### src/rtl/board_ctrl_if.sv
// Signal bundle between the tic-tac-toe board controller and its UI / draw stages.
// sel_valid is a level click request with no ready: the controller reacts only to its
// rising edge, and each accepted/rejected event is answered by a one-cycle move_ack/move_err.
interface board_ctrl_if;
  logic       start_en;
  logic       choice_en;
  logic       sel_valid;
  logic [3:0] sel_idx;
  logic [8:0] square;
  logic [8:0] square_color;
  logic       turn;
  logic       move_ack;
  logic       move_err;
  logic       game_over;
  logic [1:0] winner;

  modport master (
    output start_en, choice_en, sel_valid, sel_idx,
    input  square, square_color, turn, move_ack, move_err, game_over, winner
  );

  modport slave (
    input  start_en, choice_en, sel_valid, sel_idx,
    output square, square_color, turn, move_ack, move_err, game_over, winner
  );
endinterface

### src/rtl/board_ctrl.sv
// Tic-tac-toe board controller: takes click events, keeps occupancy/ownership,
// alternates players and detects win/draw. All outputs are registered.
module board_ctrl (
  input  logic        pclk,
  input  logic        rst,
  board_ctrl_if.slave bus,
  output logic [1:0]  dbg_state_o
);

  typedef enum logic [1:0] {
    IDLE      = 2'd0,
    WAIT_MOVE = 2'd1,
    CHECK     = 2'd2,
    OVER      = 2'd3
  } state_e;

  // Line masks over the 9-bit board, bit k-1 = square k.
  localparam logic [8:0] LINES [8] = '{
    9'h007, 9'h038, 9'h1C0,
    9'h049, 9'h092, 9'h124,
    9'h111, 9'h054
  };

  state_e     state_q;
  logic       sel_valid_q;
  logic [8:0] square_q;
  logic [8:0] color_q;
  logic       turn_q;
  logic       ack_q;
  logic       err_q;
  logic       over_q;
  logic [1:0] winner_q;
  logic [3:0] count_q;

  logic       click_ev;
  logic       idx_ok;
  logic       sq_free;
  logic       quit_game;
  logic [8:0] sel_mask;
  logic [8:0] own;
  logic       win;

  assign click_ev  = bus.sel_valid & ~sel_valid_q;
  assign idx_ok    = (bus.sel_idx != 4'd0) && (bus.sel_idx <= 4'd9);
  assign sel_mask  = 9'd1 << (bus.sel_idx - 4'd1);
  assign sq_free   = (square_q & sel_mask) == 9'd0;
  assign quit_game = bus.choice_en | ~bus.start_en;
  assign own       = square_q & (turn_q ? color_q : ~color_q);

  always_comb begin
    win = 1'b0;
    for (int i = 0; i < 8; i++) begin
      if ((own & LINES[i]) == LINES[i]) win = 1'b1;
    end
  end

  always_ff @(posedge pclk or posedge rst) begin
    if (rst) begin
      state_q     <= IDLE;
      sel_valid_q <= 1'b0;
      square_q    <= 9'd0;
      color_q     <= 9'd0;
      turn_q      <= 1'b0;
      ack_q       <= 1'b0;
      err_q       <= 1'b0;
      over_q      <= 1'b0;
      winner_q    <= 2'b00;
      count_q     <= 4'd0;
    end else begin
      sel_valid_q <= bus.sel_valid;
      ack_q       <= 1'b0;
      err_q       <= 1'b0;
      case (state_q)
        IDLE: begin
          if (bus.start_en && !bus.choice_en) begin
            square_q <= 9'd0;
            color_q  <= 9'd0;
            count_q  <= 4'd0;
            winner_q <= 2'b00;
            over_q   <= 1'b0;
            turn_q   <= 1'b0;
            state_q  <= WAIT_MOVE;
          end
        end
        WAIT_MOVE: begin
          // Leaving the game wins over a click landing on the same edge.
          if (quit_game) begin
            state_q <= IDLE;
          end else if (click_ev) begin
            if (idx_ok && sq_free) begin
              square_q <= square_q | sel_mask;
              color_q  <= turn_q ? (color_q | sel_mask) : (color_q & ~sel_mask);
              count_q  <= count_q + 4'd1;
              ack_q    <= 1'b1;
              state_q  <= CHECK;
            end else begin
              err_q <= 1'b1;
            end
          end
        end
        CHECK: begin
          if (quit_game) begin
            state_q <= IDLE;
          end else if (win) begin
            winner_q <= turn_q ? 2'b10 : 2'b01;
            over_q   <= 1'b1;
            state_q  <= OVER;
          end else if (count_q == 4'd9) begin
            winner_q <= 2'b11;
            over_q   <= 1'b1;
            state_q  <= OVER;
          end else begin
            turn_q  <= ~turn_q;
            state_q <= WAIT_MOVE;
          end
        end
        OVER: begin
          if (!bus.start_en) state_q <= IDLE;
        end
        default: state_q <= IDLE;
      endcase
    end
  end

  assign bus.square       = square_q;
  assign bus.square_color = color_q;
  assign bus.turn         = turn_q;
  assign bus.move_ack     = ack_q;
  assign bus.move_err     = err_q;
  assign bus.game_over    = over_q;
  assign bus.winner       = winner_q;
  assign dbg_state_o      = state_q;

endmodule

### src/flat_wrapper.sv
// flat-port wrapper written by rule: the top's interface ports become plain ports
module board_ctrl_flat 
  (pclk, rst, dbg_state_o, bus_start_en, bus_choice_en, bus_sel_valid, bus_sel_idx, bus_square, bus_square_color, bus_turn, bus_move_ack, bus_move_err, bus_game_over, bus_winner);
  board_ctrl_if bus_i ();
  input  logic pclk;
  input  logic rst;
  output logic [1:0] dbg_state_o;
  input wire logic [$bits(bus_i.start_en)-1:0] bus_start_en;
  input wire logic [$bits(bus_i.choice_en)-1:0] bus_choice_en;
  input wire logic [$bits(bus_i.sel_valid)-1:0] bus_sel_valid;
  input wire logic [$bits(bus_i.sel_idx)-1:0] bus_sel_idx;
  output wire logic [$bits(bus_i.square)-1:0] bus_square;
  output wire logic [$bits(bus_i.square_color)-1:0] bus_square_color;
  output wire logic [$bits(bus_i.turn)-1:0] bus_turn;
  output wire logic [$bits(bus_i.move_ack)-1:0] bus_move_ack;
  output wire logic [$bits(bus_i.move_err)-1:0] bus_move_err;
  output wire logic [$bits(bus_i.game_over)-1:0] bus_game_over;
  output wire logic [$bits(bus_i.winner)-1:0] bus_winner;
  assign bus_i.start_en = bus_start_en;
  assign bus_i.choice_en = bus_choice_en;
  assign bus_i.sel_valid = bus_sel_valid;
  assign bus_i.sel_idx = bus_sel_idx;
  assign bus_square = bus_i.square;
  assign bus_square_color = bus_i.square_color;
  assign bus_turn = bus_i.turn;
  assign bus_move_ack = bus_i.move_ack;
  assign bus_move_err = bus_i.move_err;
  assign bus_game_over = bus_i.game_over;
  assign bus_winner = bus_i.winner;
  board_ctrl u_core (.pclk(pclk), .rst(rst), .bus(bus_i), .dbg_state_o(dbg_state_o));
endmodule
### config.mk
export PLATFORM = sky130hd
export DESIGN_NAME = board_ctrl_flat
export DESIGN_NICKNAME = d
export VERILOG_FILES = /design/src/rtl/board_ctrl_if.sv /design/src/rtl/board_ctrl.sv /design/src/flat_wrapper.sv
export SDC_FILE = /design/constraint.sdc
export NUM_CORES = 1
export LEC_CHECK = 0
export BUFFER_PORTS_ARGS = -buffer_cell sky130_fd_sc_hd__buf_4
export CORE_MARGIN = 10
export CORE_UTILIZATION = 55
export DETAILED_ROUTE_END_ITERATION = 8
export PLACE_DENSITY = 0.79
export SYNTH_ARGS = -nofsm -noshare
export SYNTH_HDL_FRONTEND = slang
export SYNTH_SLANG_ARGS = --single-unit
### constraint.sdc
create_clock -name pclk -period 5.3 [get_ports pclk]
set_input_delay 0.265 -clock pclk [delete_from_list [all_inputs] [get_ports pclk]]
set_output_delay 0.265 -clock pclk [all_outputs]
set_load 0.1 [all_outputs]
[Word level (Yosys, flattened, before mapping)]
Index checks and enable logic that the tools add are counted.
Word-level totals
  register bits: 31
  output and inout port bits: 26
  word-level logic and storage cells: 118
Operators by class
  add/sub/neg operators: 2
  magnitude comparators: 1
  equal/unequal tests: 23
  shift-type cells: 1
  mux-type cells: 56
  bitwise gates (word level): 12
  reduce and logical (&&, ||, !) cells: 13
Operators with widths (count)
  $mux 9: 9
  $pmux 9 s2: 2
  $and 9x9->9: 3
  $mux 2: 13
  $eq 3x3->1 const B: 8
  $mux 1: 23
  $not 9->9: 2
  $or 9x9->9: 2
  $mux 4: 4
  $ne 2x2->1 const B: 5
  $reduce_and 5->1: 2
  $logic_not 9->1: 1
  $ne 3x1->1 const B: 3
  $shl 1x4->9 const A: 1
  $pmux 2 s4: 1
  $pmux 4 s2: 1
  $reduce_and 4->1: 2
  $ne 2x1->1 const B: 3
  $add 4x1->4 const B: 1
  $eq 2x2->1 const B: 2
  $eq 4x4->1 const B: 1
  $le 4x4->1 const B: 1
  $pmux 1 s2: 2
  $pmux 2 s2: 1
  other kinds (10): 15

[Logic depth before layout (Yosys ltp)]
Gate-level depths: netlist (run 1).
  depth after elaboration: 15
  gate-level depth with buffers: 8
  mapped depth without buffers: 6

[Least setup slack after synthesis (run 1)]
No wires, ideal clock.
  path kind: register to register
  start point: register u_core.turn_q, in the netlist u_core.bus.turn
  end point: register u_core.winner_q[1], in the netlist u_core.bus.winner[1]
  arrival: 2.348 ns
  required time: 5.196 ns
  slack: 2.848 ns
  cell stages (with the launch flop): 9
  path through: dfrtp_1 -> buf_2 -> buf_2 -> nand4_1 -> a21oi_1 -> o21ai_0 -> nand4_1 -> o21ai_1 -> a221oi_1
On the way
  longest elaborated chain between the ends: 14
RTL lines
  start, declared: line board_ctrl.sv:28  | logic turn_q;
  start signal, assigned: line board_ctrl.sv:113  | turn_q <= ~turn_q;
  $mux 9: line board_ctrl.sv:48  | assign own = square_q & (turn_q ? color_q : ~color_q);
  $and 9x9->9: line board_ctrl.sv:48
  $eq 3x3->1: line board_ctrl.sv:53  | if ((own & LINES[i]) == LINES[i]) win = 1'b1;
  $mux 1 (8 in a row): line board_ctrl.sv:53
  $mux 2: line board_ctrl.sv:104  | end else if (win) begin
  $mux 2: line board_ctrl.sv:102  | if (quit_game) begin
  $pmux 2 s2: line board_ctrl.sv:73  | case (state_q)
  end signal, assigned: line board_ctrl.sv:105  | winner_q <= turn_q ? 2'b10 : 2'b01;
  end, declared: line board_ctrl.sv:32  | logic [1:0] winner_q;
Parallel ways exist; a longest one is shown, timed or not. The select of a mux whose other input is x is not followed.
A chain may end at the register's enable or synchronous reset.

[Worst setup path in the final report (run 1)]
Same ends and word-level chain as after synthesis.

==> results of run 1 <==
[final timing paths]
kind / start / end / slack (ns) / depth (start not counted)
min in group asynchronous: rst / u_core.bus.square_color[8] / 0.54 / 4
worst min-delay path: bus_sel_valid / u_core.sel_valid_q / 0.05 / 1
worst max register to register: u_core.bus.turn / u_core.bus.winner[1] / 2.71 / 6
max in group asynchronous: rst / u_core.count_q[0] / 4.46 / 4
worst max-delay path: u_core.bus.turn / u_core.bus.winner[1] / 2.71 / 6
worst min register to register: u_core.bus.game_over / u_core.bus.game_over / 0.54 / 2
[timing repair]
action | in CTS | in global routing
hold buffers | 1 | 0
endpoints found under the setup margin | 0 | 0
endpoints found under the hold margin | 17 | 0
[final cells by class]
type                    instances  area (um^2)
inverters                      13         48.8
well taps                      44         55.1
fillers                       266          962
multi-input cells             138          927
repair buffers                 37          280
clock buffers                   6         41.3
flip-flops and latches         31          776
clock inverters                 2         12.5
[cells in the mapped netlist, drive strengths merged, types with 2 or more instances]
cell / n / share of area
ha: 2 / 0.014
a211oi: 4 / 0.017
dfrtp: 31 / 0.43
nand3: 12 / 0.044
nor2: 10 / 0.021
o21ai: 4 / 0.011
mux2: 2 / 0.015
o21a: 2 / 0.0083
inv: 13 / 0.027
o31ai: 2 / 0.016
o211ai: 3 / 0.012
a21oi: 14 / 0.039
nor2b: 5 / 0.019
or4: 4 / 0.017
nor3: 4 / 0.011
a21o: 2 / 0.0083
nand2: 19 / 0.039
buf: 4 / 0.018
nand4: 7 / 0.028
nand2b: 6 / 0.021
a31o: 2 / 0.0097
clkbuf: 6 / 0.012
mux2i: 10 / 0.055
xnor2: 2 / 0.0097
or3: 7 / 0.024
[per-layer routing]
layer	routed length [um]	share of wire
met1	1880	0.40
met2	2370	0.51
met3	358	0.077
met4	63	0.013
met5	0	0
[kinds of logic (layout without fill, tap and decap cells)]
| group | count (synthesis) | count (layout) | synth area share |
|---|---|---|---|
| simple gates | 81 | 81 | 0.256 |
| flops | 31 | 31 | 0.429 |
| mux | 12 | 12 | 0.0699 |
| fa+ha+maj | 2 | 2 | 0.0138 |
| buf+inv | 23 | 58 | 0.0575 |
| xor+xnor | 2 | 2 | 0.00970 |
| compound gates | 41 | 41 | 0.164 |
[metrics by stage]
stage                     hold slack (ns)  std cells   util  total power, mW  setup WS [ns]
final                              0.0518        271  0.690            0.489           2.71
after global placement              0.369        262  0.669            0.352           3.05
after floorplan                     0.296        192      -            0.330           2.85
after global routing               0.0270        271  0.690            0.513           2.57
after CTS                          0.0299        271  0.690            0.492           2.85
after detailed placement            0.372        262  0.669            0.355           2.89
[flip-flops by register name (all words and copies together) (netlist names)]
name and cells:
u_core.sel_valid_q 1, u_core.dbg_state_o 2, u_core.bus.game_over 1, u_core.bus.move_ack 1
u_core.count_q 4, u_core.bus.move_err 1, u_core.bus.square 9, u_core.bus.winner 2
u_core.bus.turn 1, u_core.bus.square_color 9
[worst max-delay path: cells and delay by family, from the launching register on]
kind,cells,cell delay [ns]
AO/OA/AOI/OAI,4,0.99
flip-flops,1,0.65
AND/OR/NAND/NOR,2,0.84
[power breakdown]
group / switching [mW] / internal, mW / total (mW)
clock: 0.0868 / 0.0511 / 0.138
sequential: 0.0114 / 0.244 / 0.256
combinational: 0.0691 / 0.0261 / 0.0952
==> impl_metrics.tcl, run 1 <==
set metrics [dict create \
    cp_slowest_stage_delay_ns 0.65 \
    synth_ff_type "dfrtp_1" \
    p_per_area_mw_per_mm2 228 \
    drt_iter0_markers 169 \
    ioPinCount 35 \
    grt_usage 0.163 \
    ctsRootBufferMaster "clkbuf_4" \
    cp_max_fo 25 \
    fp.dieH_um 77.3 \
    post-route-period-util 0.489 \
    final_common_cell "buf_4" \
    crit_path_top_delay_cell "dfrtp_1" \
    peakVddDrop_v 0.000172 \
    worst_pin_slew_ns 0.684 \
    antenna_cells 0 \
    ctsResizeCount 0 \
    cts_max_path_buffers 2 \
    viasPerCell 5.99 \
    hpwl_mm 3.40 \
    final_area_mm2 0.00214 \
    clk_pin_slew_ns 0.10 \
    placement.cell_area_mm2 0.00208 \
    vias 1622 \
    coreArea_mm2 0.00310 \
    grt_pass1_wl_mm 8.07 \
    ys_types 47 \
    ant_nets 0 \
    slew_headroom 0.544 \
    post-cts-setup-buffers 0 \
    synthCells 192 \
    crit_arrival_ns 2.82 \
    busiest_layer "met2" \
    cts_tree "yes" \
    numClockSinks 31 \
    end_kind "register" \
    antenna_found_initial 0 \
    grt_overflow_total 0 \
    drt-wirelength-per-cell_um 17.2 \
    globalplace.congestion 0.906 \
    drive_above_1_share 0.247 \
    postSynthAreaPerCell_um2 9.41 \
    critPathRequiredTime_ns 5.53 \
    drt_pass1_iterations 4 \
    grt_pass1_vias 1665 \
    start_util 0.582 \
    routed_wl_mm 4.67 \
    hold_viol 0 \
    fin_skew_ns 0.0209 \
    fmax_mhz 386 \
    status "complete, no violations" \
    hold_path_class "input pin to register" \
    cts_buffers 5 \
    h-tree-depth 2 \
    setup_tns_ns 0 \
    p_leak_nw 1.03 \
    synth_edf_count 0 \
    die_x_um 77.3 \
    critPathKind "register to register" \
    final-setup-viol-count 0 \
    async_reset_ff_frac 1.00 \
    critPathLaunchType "register" \
    met2_usage 0.268 \
    fp-row-count 20 \
    io_buffers 34 \
    syn_to_final_growth_pct 18.5 \
    finalMaxSlewViolations 0 \
    most-common-layout-cells "buf_4 (36), dfrtp_1 (31), nand2_1 (19)" \
    die-area_mm2 0.00598 \
    seq_area_frac_synth 0.429 \
    maxCapViolations 0 \
    met3_usage 0.0524 \
    insertion_delay_ns 0.34 \
    fin_nets 237 \
    post-route-min-period_ns 2.59 \
    use_met1 0.186 \
    yosys_warnings 0 \
    synth_nets 203 \
    rsz0062_at_grt "false" \
    ys_ff_latch 31 \
    grt_max_degree 32 \
    drc 0 \
    syn_area_mm2 0.00181 \
    cp_cell_sequence "or4_1 -> a211oi_1 -> o21ai_0 -> nand4_1 -> o21ai_1 -> a221oi_1" \
]
Power figures use the tool's default switching activity.
==> run 2: changes to the inputs <==
--- a/config.mk
+++ b/config.mk
@@ -7,9 +7,9 @@
 export LEC_CHECK = 0
 export BUFFER_PORTS_ARGS = -buffer_cell sky130_fd_sc_hd__buf_4
 export CORE_MARGIN = 10
-export CORE_UTILIZATION = 55
+export CORE_UTILIZATION = 49
 export DETAILED_ROUTE_END_ITERATION = 8
-export PLACE_DENSITY = 0.79
+export PLACE_DENSITY = 0.75
 export SYNTH_ARGS = -nofsm -noshare
 export SYNTH_HDL_FRONTEND = slang
 export SYNTH_SLANG_ARGS = --single-unit
==> constraint.sdc (replaced) <==
create_clock -name pclk -period 2.25 [get_ports pclk]
set_input_delay 0.1125 -clock pclk [delete_from_list [all_inputs] [get_ports pclk]]
set_output_delay 0.1125 -clock pclk [all_outputs]
set_load 0.1 [all_outputs]
==> run 2 against run 1 <==
Effect of this change:
- sequential power up 140%
- sequential share of layout area shrank 1.4 points
- sequential cell count unchanged
- cell area rose by 5.5%
- combinational power grew 140%
- register-to-register slack got worse by 2.6 ns
- first-iteration DRC count down 17%
- worst setup slack worse by 2.6 ns
- clock skew shrank 0.014 ns
- critical path depth grew 1
- maximum frequency increased by 24%
- critical path type unchanged
==> impl_metrics.tcl, run 2 (synthesis results as in run 1) <==
set metrics [dict create \
    die_x_um 80.7 \
    power_mw 1.32 \
    fin_nets 244 \
    rsz0062_at_grt "false" \
    hold_path_class "input pin to register" \
    ctsRootBufferMaster "clkbuf_8" \
    cp_max_fo 10 \
    most-common-layout-cells "buf_4 (42), dfrtp_1 (22), nand2_1 (19)" \
    antenna_found_initial 0 \
    cts_tree "yes" \
    pre_cts_slack_ns 0.207 \
    sequentialPowerShare 0.459 \
    fp.dieH_um 80.7 \
    p_comb_frac 0.177 \
    swShare 0.298 \
    routed_wl_mm 4.74 \
    final_common_cell "buf_4" \
    grt_usage 0.150 \
    post-route-period-util 0.933 \
    viasPerCell 5.74 \
    fp-row-count 22 \
    crit_arrival_ns 2.27 \
    cp-startpoint "u_core.bus.turn" \
    clockPowerShare 0.365 \
    grt_pass1_vias 1553 \
    vias 1619 \
    clk_pin_slew_ns 0.06 \
    hold_viol 0 \
    antenna_cells 0 \
    drt_iter0_markers 140 \
    post-route-min-period_ns 2.10 \
    drc 0 \
    h-tree-depth 2 \
    coreArea_mm2 0.00361 \
    grt_max_degree 32 \
    fillerInstances 309 \
    fin_skew_ns 0.00738 \
    io_buffers 34 \
    numClockSinks 31 \
    hold-worst-slack_ns 0.0192 \
    timing.rr.start "u_core.bus.turn" \
    final-setup-viol-count 0 \
    p_per_area_mw_per_mm2 583 \
    peakVddDrop_v 0.000384 \
    critPathLaunchType "register" \
    cts_buffers 5 \
    hpwl_mm 3.41 \
    cp_slowest_stage_delay_ns 0.41 \
    hold_start "bus_choice_en" \
    drt_pass1_iterations 4 \
    critPathRequiredTime_ns 2.42 \
    globalplace.congestion 0.911 \
    ioPinCount 35 \
    insertion_delay_ns 0.29 \
    worst_pin_slew_ns 0.436 \
    grt_pass1_wl_mm 7.56 \
    cp_cell_sequence "buf_4 -> or3_1 -> a211oi_1 -> o211ai_1 -> nand4_1 -> o21ai_1 -> a221oi_1" \
    fmax_mhz 476 \
    die-area_mm2 0.00652 \
    finalMaxSlewViolations 0 \
    crit_buf_inv 1 \
    multiInputGateArea_um2 927 \
    seqCellArea_um2 787 \
    drive_above_1_share 0.303 \
    ant_nets 0 \
    end_kind "register" \
    cts_max_path_buffers 2 \
    maxCapViolations 0 \
    setup_ws_ns 0.151 \
    intPower_mw 0.923 \
    crit_path_top_delay_cell "dfrtp_2" \
    drt-wirelength-per-cell_um 16.8 \
    grt_overflow_total 0 \
    ctsResizeCount 0 \
    p_sw_mw 0.393 \
    p_leak_nw 1.07 \
    path_delay_family "compound AO/OA/AOI/OAI gates" \
    syn_to_final_growth_pct 25.0 \
    slew_headroom 0.709 \
    start_util 0.501 \
    critPathKind "register to register" \
    status "complete, no violations" \
]
## run 2: changes by cell type in the layout (fill, tap and decap cells not counted), moves of 5 or more
cell | previous run | this run
buf_4 | 36 | 42
dfrtp_2 | 0 | 9
clkbuf_4 | 5 | 0
dfrtp_1 | 31 | 22
clkbuf_8 | 0 | 7
## run 2: cell type report
class	instances	share of cell area
timing repair buffer	44	0.148
clock buffer	8	0.0443
tap	48	0.0266
multi-input combinational	138	0.411
inverter	13	0.0216
sequential	31	0.348
## run 2: what timing repair did
| action | CTS | global route |
|---|---|---|
| endpoints found under the setup margin | 0 | 1 |
| setup buffers | 0 | 1 |
| endpoints found under the hold margin | 32 | 0 |
| hold buffers | 2 | 0 |
## run 2: power groups by stage
stage | logic, mW | registers, mW | clock network, mW
floorplan | 0.0923 | 0.685 | 0
global placement | 0.227 | 0.612 | 0
detailed placement | 0.230 | 0.613 | 0
CTS | 0.233 | 0.602 | 0.489
global route | 0.248 | 0.605 | 0.518
finish | 0.232 | 0.603 | 0.480
## run 2: routing by layer
metal / share of wire / track usage / vias up
met5: 0 / 0 / -
met4: 0.032 / 0.0952 / 0
met3: 0.084 / 0.0446 / 11
met2: 0.46 / 0.224 / 65
met1: 0.42 / 0.184 / 768
li1: - / - / 775
## run 2: path summary, 6_finish.rpt
check	to	slack (ns)	depth (start not counted)
max in group asynchronous	u_core.bus.square[3]	1.47	4
setup reg to reg	u_core.bus.winner[1]	0.15	7
setup / recovery	u_core.bus.winner[1]	0.15	7
hold reg to reg	u_core.bus.winner[0]	0.52	2
min in group asynchronous	u_core.bus.square_color[5]	0.47	4
hold / removal	u_core.dbg_state_o[1]	0.02	2
## run 2: stage by stage
step / instances / utilization / cell area, um^2 / TNS [ns]
after CTS: 281 / 0.624 / 2250 / 0
after global routing: 282 / 0.626 / 2260 / 0
after global placement: 271 / 0.591 / 2130 / 0
after detailed placement: 271 / 0.591 / 2130 / 0
after floorplan: 192 / - / 1820 / -0.00234
final: 282 / 0.626 / 2260 / 0
## run 2: worst reg2reg max path, stage by stage (launching register included)
cell	delay, ns
dfrtp_2	0.41
buf_4	0.17
or3_1	0.36
a211oi_1	0.27
o211ai_1	0.13
nand4_1	0.18
o21ai_1	0.12
a221oi_1	0.33
